### src/rtl/ice_arb_pkg.sv
// Shared definitions for the ice_bus arbiters: state encoding, abort id width
// and the default watchdog length.
package ice_arb_pkg;

  localparam int unsigned ABORT_ID_W      = 3;
  localparam int unsigned DEFAULT_TIMEOUT = 65535;

  localparam logic [0:0] ARB_IDLE = 1'b0;
  localparam logic [0:0] ARB_OWN  = 1'b1;

  // Index width for an N-entry vector; a single entry still needs one bit.
  function automatic int unsigned idx_width(input int unsigned n);
    return (n > 1) ? $clog2(n) : 1;
  endfunction

endpackage

### src/rtl/uart_tx_arbiter_if.sv
// Source-side byte streams plus the UART transmit handshake and arbiter status.
// master: sources/UART side, slave: the arbiter.
interface uart_tx_arbiter_if #(
  parameter int unsigned NUM_REQ    = 4,
  parameter int unsigned DATA_WIDTH = 8
);

  logic [NUM_REQ-1:0]              req_valid;
  logic [NUM_REQ*DATA_WIDTH-1:0]   req_data;
  logic [NUM_REQ-1:0]              req_last;
  logic [NUM_REQ-1:0]              req_ready;
  logic [DATA_WIDTH-1:0]           tx_data;
  logic                            tx_valid;
  logic                            tx_ready;
  logic [NUM_REQ-1:0]              grant;
  logic                            busy;
  logic                            abort_err;
  logic [ice_arb_pkg::ABORT_ID_W-1:0] abort_id;

  modport master (
    output req_valid, req_data, req_last, tx_ready,
    input  req_ready, tx_data, tx_valid, grant, busy, abort_err, abort_id
  );

  modport slave (
    input  req_valid, req_data, req_last, tx_ready,
    output req_ready, tx_data, tx_valid, grant, busy, abort_err, abort_id
  );

endinterface

### src/rtl/rr_pick.sv
// Rotating-priority picker: first asserted request at or above i_ptr,
// wrapping modulo NUM_REQ. Purely combinational.
module rr_pick #(
  parameter int unsigned NUM_REQ = 4,
  parameter int unsigned IDX_W   = 2
) (
  input  logic [NUM_REQ-1:0] i_req,
  input  logic [IDX_W-1:0]   i_ptr,
  output logic [NUM_REQ-1:0] o_onehot,
  output logic [IDX_W-1:0]   o_idx,
  output logic               o_any
);

  int unsigned w_pos;

  // Walk the requests in priority order starting at the pointer.
  always_comb begin
    o_onehot = '0;
    o_idx    = '0;
    o_any    = 1'b0;
    w_pos    = 0;
    for (int unsigned k = 0; k < NUM_REQ; k++) begin
      w_pos = (32'(i_ptr) + k) % NUM_REQ;
      if (!o_any && i_req[w_pos]) begin
        o_any           = 1'b1;
        o_onehot[w_pos] = 1'b1;
        o_idx           = IDX_W'(w_pos);
      end
    end
  end

endmodule

### src/rtl/uart_tx_arbiter.sv
// Round-robin arbiter sharing the UART transmit path between NUM_REQ message
// sources. A grant is held for a whole message; a watchdog drops the grant
// when the owner stops offering bytes for TIMEOUT_CYCLES cycles.
module uart_tx_arbiter
  import ice_arb_pkg::*;
#(
  parameter int unsigned NUM_REQ        = 4,
  parameter int unsigned DATA_WIDTH     = 8,
  parameter int unsigned TIMEOUT_CYCLES = DEFAULT_TIMEOUT,
  parameter int unsigned TO_W           = 16
) (
  input  logic             clk,
  input  logic             reset,
  uart_tx_arbiter_if.slave bus
);

  localparam int unsigned       IDX_W   = idx_width(NUM_REQ);
  localparam logic [TO_W-1:0]   TO_LAST = TO_W'((TIMEOUT_CYCLES == 0) ? 32'd0 : TIMEOUT_CYCLES - 1);

  logic [0:0]            r_state;
  logic [NUM_REQ-1:0]    r_grant;
  logic [IDX_W-1:0]      r_owner;
  logic [IDX_W-1:0]      r_rr_ptr;
  logic [TO_W-1:0]       r_count;
  logic                  r_busy;
  logic                  r_abort_err;
  logic [ABORT_ID_W-1:0] r_abort_id;

  logic [NUM_REQ-1:0]    w_pick_onehot;
  logic [IDX_W-1:0]      w_pick_idx;
  logic                  w_pick_any;
  logic                  w_own;
  logic                  w_owner_valid;
  logic                  w_owner_last;
  logic                  w_xfer;
  logic                  w_stall;
  logic                  w_timeout;

  rr_pick #(
    .NUM_REQ (NUM_REQ),
    .IDX_W   (IDX_W)
  ) u_pick (
    .i_req    (bus.req_valid),
    .i_ptr    (r_rr_ptr),
    .o_onehot (w_pick_onehot),
    .o_idx    (w_pick_idx),
    .o_any    (w_pick_any)
  );

  // Pass-through of the owner's stream, driven only from registered grant.
  always_comb begin
    w_own         = (r_state == ARB_OWN);
    w_owner_valid = bus.req_valid[r_owner];
    w_owner_last  = bus.req_last[r_owner];
    w_xfer        = w_own && w_owner_valid && bus.tx_ready;
    // Backpressure never counts as starvation; only owner-valid-low with a ready sink does.
    w_stall       = w_own && !w_owner_valid && bus.tx_ready;
    w_timeout     = (TIMEOUT_CYCLES != 0) && w_stall && (r_count == TO_LAST);

    bus.tx_valid  = w_own && w_owner_valid;
    bus.tx_data   = w_own ? bus.req_data[r_owner*DATA_WIDTH +: DATA_WIDTH] : '0;
    bus.req_ready = w_own ? (r_grant & {NUM_REQ{bus.tx_ready}}) : '0;
    bus.grant     = r_grant;
    bus.busy      = r_busy;
    bus.abort_err = r_abort_err;
    bus.abort_id  = r_abort_id;
  end

  // Grant FSM, round-robin pointer, watchdog and abort reporting.
  always_ff @(posedge clk or posedge reset) begin
    if (reset) begin
      r_state     <= ARB_IDLE;
      r_grant     <= '0;
      r_owner     <= '0;
      r_rr_ptr    <= '0;
      r_count     <= '0;
      r_busy      <= 1'b0;
      r_abort_err <= 1'b0;
      r_abort_id  <= '0;
    end else begin
      r_abort_err <= 1'b0;
      if (r_state == ARB_IDLE) begin
        r_count <= '0;
        if (w_pick_any) begin
          r_state  <= ARB_OWN;
          r_grant  <= w_pick_onehot;
          r_owner  <= w_pick_idx;
          r_rr_ptr <= (w_pick_idx == IDX_W'(NUM_REQ - 1)) ? '0 : w_pick_idx + 1'b1;
          r_busy   <= 1'b1;
        end
      end else begin
        if (w_xfer) begin
          r_count <= '0;
          if (w_owner_last) begin
            r_state <= ARB_IDLE;
            r_grant <= '0;
            r_busy  <= 1'b0;
          end
        end else if (w_timeout) begin
          r_state     <= ARB_IDLE;
          r_grant     <= '0;
          r_busy      <= 1'b0;
          r_count     <= '0;
          r_abort_err <= 1'b1;
          r_abort_id  <= ABORT_ID_W'(r_owner);
        end else if (w_stall) begin
          r_count <= r_count + 1'b1;
        end
      end
    end
  end

endmodule
### src/flat_wrapper.sv
// flat-port wrapper written by rule: the top's interface ports become plain ports
module uart_tx_arbiter_flat import ice_arb_pkg::*;
#(
  parameter int unsigned NUM_REQ        = 4,
  parameter int unsigned DATA_WIDTH     = 8,
  parameter int unsigned TIMEOUT_CYCLES = DEFAULT_TIMEOUT,
  parameter int unsigned TO_W           = 16
)
  (clk, reset, bus_req_valid, bus_req_data, bus_req_last, bus_tx_ready, bus_req_ready, bus_tx_data, bus_tx_valid, bus_grant, bus_busy, bus_abort_err, bus_abort_id);
  uart_tx_arbiter_if #(.NUM_REQ(NUM_REQ), .DATA_WIDTH(DATA_WIDTH)) bus_i ();
  input  logic clk;
  input  logic reset;
  input wire logic [$bits(bus_i.req_valid)-1:0] bus_req_valid;
  input wire logic [$bits(bus_i.req_data)-1:0] bus_req_data;
  input wire logic [$bits(bus_i.req_last)-1:0] bus_req_last;
  input wire logic [$bits(bus_i.tx_ready)-1:0] bus_tx_ready;
  output wire logic [$bits(bus_i.req_ready)-1:0] bus_req_ready;
  output wire logic [$bits(bus_i.tx_data)-1:0] bus_tx_data;
  output wire logic [$bits(bus_i.tx_valid)-1:0] bus_tx_valid;
  output wire logic [$bits(bus_i.grant)-1:0] bus_grant;
  output wire logic [$bits(bus_i.busy)-1:0] bus_busy;
  output wire logic [$bits(bus_i.abort_err)-1:0] bus_abort_err;
  output wire logic [$bits(bus_i.abort_id)-1:0] bus_abort_id;
  assign bus_i.req_valid = bus_req_valid;
  assign bus_i.req_data = bus_req_data;
  assign bus_i.req_last = bus_req_last;
  assign bus_i.tx_ready = bus_tx_ready;
  assign bus_req_ready = bus_i.req_ready;
  assign bus_tx_data = bus_i.tx_data;
  assign bus_tx_valid = bus_i.tx_valid;
  assign bus_grant = bus_i.grant;
  assign bus_busy = bus_i.busy;
  assign bus_abort_err = bus_i.abort_err;
  assign bus_abort_id = bus_i.abort_id;
  uart_tx_arbiter #(.NUM_REQ(NUM_REQ), .DATA_WIDTH(DATA_WIDTH), .TIMEOUT_CYCLES(TIMEOUT_CYCLES), .TO_W(TO_W)) u_core (.clk(clk), .reset(reset), .bus(bus_i));
endmodule
### config.mk
export PLATFORM = sky130hd
export DESIGN_NAME = uart_tx_arbiter_flat
export DESIGN_NICKNAME = d
export VERILOG_FILES = /design/src/rtl/ice_arb_pkg.sv /design/src/rtl/uart_tx_arbiter_if.sv /design/src/rtl/rr_pick.sv /design/src/rtl/uart_tx_arbiter.sv /design/src/flat_wrapper.sv
export SDC_FILE = /design/constraint.sdc
export NUM_CORES = 1
export LEC_CHECK = 0
export ABC_AREA = 1
export BUFFER_PORTS_ARGS = -buffer_cell sky130_fd_sc_hd__buf_2
export CORE_ASPECT_RATIO = 0.5
export CORE_MARGIN = 5
export CORE_UTILIZATION = 28
export CTS_CLUSTER_DIAMETER = 50
export DETAILED_ROUTE_END_ITERATION = 7
export MAX_ROUTING_LAYER = met4
export PLACE_DENSITY = 0.57
export SYNTH_ARGS = -nofsm -noshare
export SYNTH_HDL_FRONTEND = slang
export SYNTH_SLANG_ARGS = --single-unit
export TNS_END_PERCENT = 5
### constraint.sdc
create_clock -name clk -period 1.9 [get_ports clk]
set_clock_uncertainty 0.05 [all_clocks]
set_input_delay 0.475 -clock clk [delete_from_list [all_inputs] [get_ports clk]]
set_output_delay 0.475 -clock clk [all_outputs]
set_load 0.02 [all_outputs]
After elaboration in Yosys (flattened, before gate mapping)
Cells that the tools add are included.
{"block": "word_totals", "register_bits": 29, "output_inout_bits": 22, "word_cells": 111}
{"block": "classes", "n_shift": 1, "n_mux": 57, "n_reduce_logical": 20, "n_bitwise": 6, "magnitude_cmp": 9, "addsub": 5, "eq_ne": 5}
{"operator": "$mux 16", "count": 4}
{"operator": "$mux 4", "count": 10}
{"operator": "$shiftx 32x6->8", "count": 1}
{"operator": "$mux 1", "count": 27}
{"operator": "$add 16x1->16 const B", "count": 1}
{"operator": "$eq 16x16->1 const B", "count": 1}
{"operator": "$lt 2x3->1 const B", "count": 5}
{"operator": "$bmux 1 s2", "count": 6}
{"operator": "$logic_and 1x1->1", "count": 12}
{"operator": "$or 4x4->4", "count": 3}
{"operator": "$mux 2", "count": 5}
{"operator": "$demux 1 s2", "count": 4}
{"operator": "$ge 2x1->1 const B", "count": 4}
{"operator": "$mux 8", "count": 1}
{"operator": "$ne 3x3->1 const B", "count": 2}
{"operator": "$reduce_and 3->1", "count": 2}
{"operator": "$add 2x1->2 const B", "count": 2}
{"operator": "$add 2x2->2 const B", "count": 2}
{"operator": "$and 4x4->4", "count": 1}
{"operator": "$logic_not 1->1", "count": 4}
{"operator": "$ne 4x4->1 const B", "count": 1}
{"operator": "$eq 2x2->1 const B", "count": 1}
{"operator": "$not 1->1", "count": 2}
{"operator": "$reduce_and 2->1", "count": 1}
{"operator": "$reduce_bool 2->1", "count": 1}

Longest topological paths before layout
Gate-level depths: netlist of run 1.
{"block": "logic_depth", "depth_word": 14, "ltp_mapped": 13, "ltp_nobuf": 13}

Hierarchy
From an unflattened synthesis of run 1, not the netlist that was laid out.
{"block": "hier_totals", "cells_unflattened": 352, "area_unflattened_um2": 2307.2}
{"mod": "uart_tx_arbiter", "instances": 1, "seq_area_each_um2": 725.7, "cells_per_inst": 278, "area_per_inst_um2": 1866.8}
{"mod": "rr_pick", "instances": 1, "seq_area_each_um2": 0.0, "cells_per_inst": 74, "area_per_inst_um2": 440.4}

Worst setup path before layout of run 1
Ideal clock, no wire load.
{"block": "synth_timing", "path_type": "register -> output", "from": "register u_core.r_owner[0]", "to": "output port bus_tx_data[5]", "stages_incl_launch_ff": 7, "slack_ns": -0.060, "n_path_buf": 2, "t_arrival_ns": 1.435, "path_cell_list": "dfrtp_1 buf_2 buf_1 nor2_1 nor2_1 o21ai_0 a21oi_1"}
{"block": "synth_via", "elab_chain_cells": 2}
{"element": "start, declared", "line": "uart_tx_arbiter.sv:22", "source": "logic [IDX_W-1:0] r_owner;"}
{"element": "start signal, assigned", "line": "uart_tx_arbiter.sv:87", "source": "r_owner <= w_pick_idx;"}
{"element": "$shiftx 32x6->8", "line": "uart_tx_arbiter.sv:61", "source": "bus.tx_data = w_own ? bus.req_data[r_owner*DATA_WIDTH +: DATA_WIDTH] : '0;"}
{"element": "$mux 8", "line": "uart_tx_arbiter.sv:61"}
{"element": "end, declared", "line": "flat_wrapper.sv:18", "source": "output wire logic [$bits(bus_i.tx_data)-1:0] bus_tx_data;"}
Every way passes these cells.

Worst setup path after layout of run 1
{"block": "layout_timing", "from": "register u_core.r_owner[0]", "to": "output port bus_tx_data[0]"}
The elaborated chain is that of the path after synthesis.

==> results.ini, run 1 <==
[outcome]
outcome = complete, but fails checks
violations = negative setup slack

[grt]
grt_use_total = 0.122
grt_pass1_wl_mm = 9.73
antenna_found_initial = 0
grt_pass1_vias = 2079
grt-ovfl-total = 0
grt_max_degree = 30

[worst_setup_path]
r2r_end = u_core.r_rr_ptr[1]
startpoint_type = register
r2r-start = u_core.r_rr_ptr[1]
cp.required_ps = 1370
rrSetupSlack_ps = 120
crit_arrival_ps = 1430
ff2ff_path_depth = 12
crit_type = reg2out
crit_end = bus_tx_data[0]
worst-path-max-fanout = 9
cp-end-kind = primary output
setup.worst_path.start = u_core.r_owner[0]

[clock_tree]
cts.clk_slew.worst_paths_ps = 50
clock_sinks = 29
htreeDepth = 2
root_buffer = clkbuf_16
ctsHoldBuffers = 0
cts_max_path_buffers = 2
numCtsBuffers = 5
cts_tree = yes
clkLatencyLatePin_ps = 270

[pwr]
p_comb_frac = 0.648
p_leak_nw = 1.52
pwr-share-clk = 0.181
seqPwrFrac = 0.171
power.total_mw = 5.05
p_int_mw = 2.68
power_density_nw_per_um2 = 1640
switching_power_mw = 2.37
ir_drop_mv = 0.617
switching_share = 0.470

[final_layout]
fin_util = 0.389
stdcell_area_um2 = 3090
multi_input_area_um2 = 1410
final_nets = 458
drive_above_1_share = 0.310
diodes = 0
regArea_um2 = 727
post_layout_nonfiller_instances = 518
fillers = 831
areaGrowthSynthToFinish_pct = 35.9

[sta]
fin_crit_ps = 1960
hold_ws_ps = 217
hold_viol = 0
fin_ws_ps = -59.2
slew_violations = 0
max_freq_mhz = 510
rsz0062_at_grt = true
tns_ps = -258
min_period_over_period = 1.03
setup_violations = 8

[placed_design]
placedCellCount = 506
dpl.hpwl_mm = 4.53
pre_cts_ws_ps = 77.1
gp_congestion = 0.808
portBuffers = 63
place_area_um2 = 2790

[drt]
via_per_inst = 4.37
met3WireLength_um = 124
firstDrtPassIters = 6
dr.first_iter.drc_count = 144
num_vias = 2264
wl_met1_mm = 2.91
top_layer_used = met4
routed-wl-met2_mm = 2.86
drtAntennaViolNets = 0
routed_wl_mm = 5.94
drc = 0
wire_per_inst_um = 11.5

[floorplan]
core_area_um2 = 7940
floorplan.initialDensity = 0.286
rows = 23
io-pin-count = 65
die_h_um = 73.7
die_area_um2 = 10100
die_w_um = 137

[hold_path]
hold_path.class = in2async

[yosys]
avgSynthCellArea_um2 = 6.92
yosysWarningCount = 0
synth-seq-area-share = 0.320
synth-seq-cells = 29
netlist_instances = 328
ys_types = 37
synth_area_um2 = 2270
synth_fp_nets = 381

[run]
drv_cap = 0

## layout make-up
| type | instances | share of cell area |
|---|---|---|
| Clock buffer | 7 | 0.0462 |
| Timing Repair Buffer | 79 | 0.163 |
| Multi-Input combinational cell | 255 | 0.456 |
| Inverter | 35 | 0.0434 |
| Sequential cell | 29 | 0.236 |
| Tap cell | 112 | 0.0454 |
| Clock inverter | 1 | 0.00973 |
## how the worst min path moves through the flow
stage | slack (ps) | cells after the start | startpoint | end
finish | 220 | 3 | reset | u_core.bus.abort_err
global route | 260 | 3 | reset | u_core.bus.abort_err
CTS | 230 | 3 | reset | u_core.bus.abort_err
detailed placement | 410 | 2 | u_core.bus.busy | u_core.bus.busy
global placement | 400 | 2 | u_core.bus.busy | u_core.bus.busy
floorplan | 400 | 1 | u_core.r_count[12] | u_core.r_count[12]
## sequential cells by signal, indices dropped and copies added (netlist names), named ones only
register / count
u_core.r_count: 16
u_core.bus.grant: 4
u_core.bus.abort_id: 2
u_core.r_owner: 2
u_core.bus.abort_err: 1
u_core.bus.busy: 1
u_core.r_rr_ptr: 1
u_core.r_state: 1
## placed cells by master, fill, tap and decap left out, types with 2 or more instances in the layout
| cell type | n |
|---|---|
| nor2_2 | 2 |
| nor2_4 | 3 |
| dfrtp_1 | 28 |
| nand3_1 | 12 |
| buf_4 | 21 |
| clkbuf_16 | 6 |
| ha_1 | 9 |
| nor3_2 | 2 |
| nand4_1 | 6 |
| buf_2 | 54 |
| o21ai_1 | 14 |
| a21oi_1 | 19 |
| inv_1 | 28 |
| nor2_1 | 57 |
| nand3_2 | 6 |
| inv_2 | 6 |
| nor3_1 | 3 |
| buf_12 | 2 |
| nand2_1 | 76 |
| nand2_4 | 4 |
| o21ai_0 | 17 |
| nand2_2 | 7 |
| o21a_1 | 2 |
## power by group through the flow
stage	Combinational, mW	Clock, mW	Sequential [mW]
floorplan	2.13	0	0.907
global placement	2.94	0	0.865
detailed placement	2.95	0	0.866
CTS	3.08	0.932	0.855
global route	3.64	0.963	0.883
finish	3.27	0.915	0.865
## synthesized netlist by cell type, drive strengths merged
master | n | area share
nand2 | 88 | 0.17
nor2 | 62 | 0.11
inv | 35 | 0.059
o21ai | 31 | 0.068
dfrtp | 29 | 0.32
a21oi | 20 | 0.044
nand3 | 19 | 0.058
ha | 10 | 0.055
nand4 | 7 | 0.026
clkbuf | 5 | 0.0083
nor3 | 5 | 0.015
buf | 4 | 0.0094
o21a | 2 | 0.0066
a211oi | 1 | 0.0033
a22oi | 1 | 0.0033
a31o | 1 | 0.0039
a41oi | 1 | 0.0039
conb | 1 | 0.0017
nand3b | 1 | 0.0033
nor4 | 1 | 0.0094
o211ai | 1 | 0.0094
o221ai | 1 | 0.0039
o31ai | 1 | 0.0033
xnor2 | 1 | 0.0039
## critical path, cell delays in order (launching register included)
cell       delay, ps
dfrtp_2          460
clkbuf_16        190
nor2_1            50
nor2_1            70
o21ai_1           60
a21oi_1          160
buf_4            170
## kinds of logic after synthesis
kind of cell	Yosys count	share of synthesized area
xor+xnor	1	0.00386
fa+ha+maj	10	0.0551
compound gates	60	0.150
simple gates	183	0.393
flops	29	0.320
other cells	1	0.00165
buf+inv	44	0.0766
## routing by layer
metal / vias to the layer above / GRT usage
met2: 25 / 0.186
li1: 1220 / -
met5: - / -
met4: 0 / 0.0365
met1: 1013 / 0.166
met3: 6 / 0.0246
## what timing repair did
action | CTS | global route
setup endpoints to repair | 8 | 16
cloned | 0 | 1
buffers inserted | 1 | 2
pin swaps | 1 | 3
resized for setup | 13 | 18
Note: power is estimated with default switching activity, not from simulation.
==> run 2: changes to the inputs <==
- PLACE_DENSITY: 0.57 -> 0.52
- clock period: 1.9 -> 1.71 ns (I/O delays scaled with it)
==> run 2 against run 1 <==
Compared with the run above: the flow still finishes with violations (negative setup slack); non-clock buffer count up 13; final cell count up 2.5%; via count up 4.8%; sequential power up 12%; power up 21%; critical endpoint unchanged; largest cell class unchanged.
==> results.ini, run 2 (synthesis results as in run 1) <==
[grt]
grt_pass1_vias = 2212
grt_pass1_wl_mm = 10.1
grt_max_degree = 30
grt_use_total = 0.126
antenna_found_initial = 0
grt-ovfl-total = 0

[floorplan]
die_w_um = 137
io-pin-count = 65
die_area_um2 = 10100
rows = 23
die_h_um = 73.7
core_area_um2 = 7940
floorplan.initialDensity = 0.286

[outcome]
outcome = complete, but fails checks
violations = negative setup slack

[worst_setup_path]
crit_arrival_ps = 1380
cp_cell_sequence = inv_2 -> buf_8 -> o21ai_0 -> a21oi_2 -> buf_4
critical_path_buf_inv_count = 3
slowest_stage = dfrtp_2
slowest_delay_ps = 430
cp.required_ps = 1230
startpoint_type = register
crit_type = reg2out
critPathTopFamily = flip-flops
cp-end-kind = primary output
worst-path-max-fanout = 17

[run]
drv_cap = 0

[drt]
firstDrtPassIters = 4
via_per_inst = 4.47
dr.first_iter.drc_count = 129
drc = 0
wire_per_inst_um = 11.6
num_vias = 2373
routed_wl_mm = 6.16
drtAntennaViolNets = 0

[final_layout]
multi_input_area_um2 = 1510
fillers = 864
mostFrequentLayoutCell = nand2_1
top_register = u_core.r_count
post_layout_nonfiller_instances = 531
drive_above_1_share = 0.406
regArea_um2 = 731
mostFrequentLayoutCells = nand2_1 (74), buf_2 (53), nor2_1 (50)
areaGrowthSynthToFinish_pct = 45.4
final_nets = 471
largest_reg_flops = 16
fin_util = 0.416
diodes = 0

[pwr]
p_leak_nw = 1.59
ir_drop_mv = 0.808
power.total_mw = 6.13
power_density_nw_per_um2 = 1860

[sta]
rsz0062_at_grt = true
max_freq_mhz = 539
slew_violations = 0
min_period_over_period = 1.09
fin_ws_ps = -146
fin_crit_ps = 1860
hold_viol = 0
setup_violations = 9
tns_ps = -1090
hold_ws_ps = 176

[clock_tree]
root_buffer = clkbuf_16
clock_sinks = 29
cts_max_path_buffers = 2
clkLatencyLatePin_ps = 270
cts.clk_slew.worst_paths_ps = 50
cts_tree = yes
htreeDepth = 2
numCtsBuffers = 5

[placed_design]
placedCellCount = 518
portBuffers = 63
dpl.hpwl_mm = 4.72
gp_congestion = 0.824

[hold_path]
hold_path.class = in2async

==> run 2: per-layer routing <==
layer / GRT usage / routed length, um
met3: 0.0267 / 168
met4: 0.0299 / 55
met1: 0.161 / 2890
met2: 0.207 / 3050
met5: - / 0
==> run 2: tightest hold or removal path: cells and delay by family <==
kind,cells,cell delay (ps)
buf+inv,3,480
==> run 2: timing repair <==
action | in CTS | in global routing
setup buffers | 4 | 0
hold buffers | 0 | 0
pin swaps | 3 | 8
setup endpoints to repair | 15 | 40
cloned | 1 | 0
gates resized for setup | 24 | 47
==> run 2: worst paths after layout <==
| path | start | endpoint | slack [ps] | depth (start not counted) |
|---|---|---|---|---|
| max | u_core.r_owner[0] | bus_tx_data[0] | -150 | 5 |
| min | reset | u_core.bus.abort_err | 180 | 3 |
| max reg2reg | register | u_core.r_rr_ptr[1] | 10 | 12 |
| min reg2reg | u_core.bus.abort_id[1] | u_core.bus.abort_id[1] | 440 | 2 |
| max in group asynchronous | reset | u_core.r_state | 1120 | 3 |
| min in group clk | u_core.bus.abort_id[1] | u_core.bus.abort_id[1] | 440 | 2 |
==> run 2: power breakdown <==
group	leakage (nW)	switching, mW	internal (mW)
Clock	0.0841	0.302	0.726
Sequential	0.381	0.142	0.831
Combinational	1.13	2.42	1.70
==> run 2: cell type report <==
class	count	area share
Clock buffer	7	0.0432
Inverter	35	0.0451
Multi-Input combinational cell	255	0.459
Tap cell	112	0.0424
Clock inverter	1	0.00909
Sequential cell	29	0.221
Timing Repair Buffer	92	0.180
==> run 2: metrics by stage <==
step | worst slack (ps) | instance area (um2)
2_1_floorplan | -13.6 | 2330
3_3_place_gp | -18.9 | 2930
3_5_place_dp | -8.60 | 2930
4_1_cts | -143 | 3190
5_1_grt | -203 | 3300
6_report | -146 | 3300
==> run 3: changes to the inputs <==
- CORE_MARGIN: 5 -> 2
- CTS_CLUSTER_DIAMETER: 50 -> 80
- PLACE_DENSITY: 0.52 -> 0.5
- clock period: 1.71 -> 2.07 ns (I/O delays scaled with it)
==> run 3 against run 2 <==
Compared with the run above: the flow now finishes without violations; via count fell by 5.7%; combinational power fell by 32%; setup slack improved by 230 ps; first-iteration DRC count fell by 6.2%; global-route usage rose by 0.85 points; cell area fell by 9.7%; clock power fell by 18%; final cell count fell by 3.4%.
==> results.ini, run 3 (synthesis results as in run 1) <==
[sta]
min_period_over_period = 0.959
max_freq_mhz = 504
setup_violations = 0
slew_violations = 0
hold_viol = 0
rsz0062_at_grt = true
fin_ws_ps = 85.5
tns_ps = 0
fin_crit_ps = 1980

[placed_design]
portBuffers = 63
placedCellCount = 504
dpl.hpwl_mm = 4.61
place_area_um2 = 2760
gp_congestion = 0.762
pre_cts_ws_ps = 157

[final_layout]
top_register = u_core.r_count
post_layout_nonfiller_instances = 513
mostFrequentLayoutCells = nand2_1 (77), nor2_1 (57), buf_2 (56)
largest_reg_flops = 16
diodes = 0
areaGrowthSynthToFinish_pct = 31.2
drive_above_1_share = 0.292
stdcell_area_um2 = 2980
fillers = 833
final_nets = 453
mostFrequentLayoutCell = nand2_1

[floorplan]
die_w_um = 131
core_area_um2 = 7940
die_h_um = 67.7
floorplan.initialDensity = 0.286
rows = 23
io-pin-count = 65
die_area_um2 = 8890

[worst_setup_path]
slowest_delay_ps = 410
cp_cell_sequence = inv_2 -> buf_8 -> o21ai_0 -> a21oi_1 -> buf_4
crit_type = reg2out
cp.required_ps = 1500
worst-path-max-fanout = 19
crit_arrival_ps = 1420
slowest_stage = dfrtp_2
cp-end-kind = primary output
startpoint_type = register

[clock_tree]
ctsHoldBuffers = 0
numCtsBuffers = 5
clkLatencyLatePin_ps = 270
htreeDepth = 2
clock_sinks = 29
cts_max_path_buffers = 2
cts.clk_slew.worst_paths_ps = 50
cts_tree = yes
root_buffer = clkbuf_16

[drt]
via_per_inst = 4.36
drtAntennaViolNets = 0
drc = 0
firstDrtPassIters = 4
num_vias = 2237
wire_per_inst_um = 11.4
routed_wl_mm = 5.87
dr.first_iter.drc_count = 121

[outcome]
outcome = completed

[pwr]
p_leak_nw = 1.48
power.total_mw = 4.44
ir_drop_mv = 0.563
power_density_nw_per_um2 = 1490

[hold_path]
hold_path.class = in2async

[grt]
grt_max_degree = 30
grt_pass1_vias = 1888
antenna_found_initial = 0
grt-ovfl-total = 0
grt_use_total = 0.135
grt_pass1_wl_mm = 9.21

[run]
drv_cap = 0

-- run 3: changes by cell type in the layout (fill, tap and decap cells not counted), sizes merged --
cell and delta:
buf -18
-- run 3: power breakdown --
part / switching [mW] / internal, mW
clock: 0.247 / 0.600
sequential: 0.0950 / 0.681
combinational: 1.79 / 1.03
total: 2.13 / 2.31
-- run 3: worst paths after layout --
| path | startpoint | end | slack [ps] | cells after the start |
|---|---|---|---|---|
| worst min register to register | u_core.bus.busy | u_core.bus.busy | 430 | 2 |
| min in group clk | u_core.bus.busy | u_core.bus.busy | 430 | 2 |
| worst max register to register | u_core.r_owner[0] | u_core.r_count[6] | 230 | 11 |
| worst max-delay path | u_core.r_owner[0] | bus_tx_data[2] | 90 | 5 |
| max in group asynchronous | reset | u_core.r_owner[0] | 1430 | 3 |
| worst min-delay path | reset | u_core.r_count[3] | 250 | 3 |
-- run 3: layer usage --
layer | GRT usage | share of wire | vias up
met2 | 0.198 | 0.44 | 32
met1 | 0.188 | 0.53 | 994
met5 | - | 0 | -
met4 | 0.0299 | 0.0032 | 0
met3 | 0.0315 | 0.026 | 2
li1 | - | - | 1209
-- run 3: per-stage QoR --
step,hold slack (ps),utilization
after floorplan,404,-
after global placement,407,0.348
after detailed placement,416,0.348
after CTS,268,0.370
after global routing,297,0.375
final,250,0.375
-- run 3: final cells by class --
type,instances,area [um2],area share
Clock inverter,1,30.0,0.0101
Tap cell,112,140,0.0470
Inverter,35,134,0.0449
Multi-Input combinational cell,255,1370,0.460
Timing Repair Buffer,74,435,0.146
Clock buffer,7,143,0.0479
Sequential cell,29,727,0.244
-- run 3: what timing repair did --
item                       in CTS  in global routing
cloned                          0                  0
resized for setup               3                 12
setup buffers                   0                  1
setup endpoints to repair       8                  9
pin swaps                       0                  3
-- run 3: critical path, delay by kind of cell, from the launching register on --
family	cells	cell delay (ps)
compound gates	2	330
buf+inv	3	390
flops	1	410
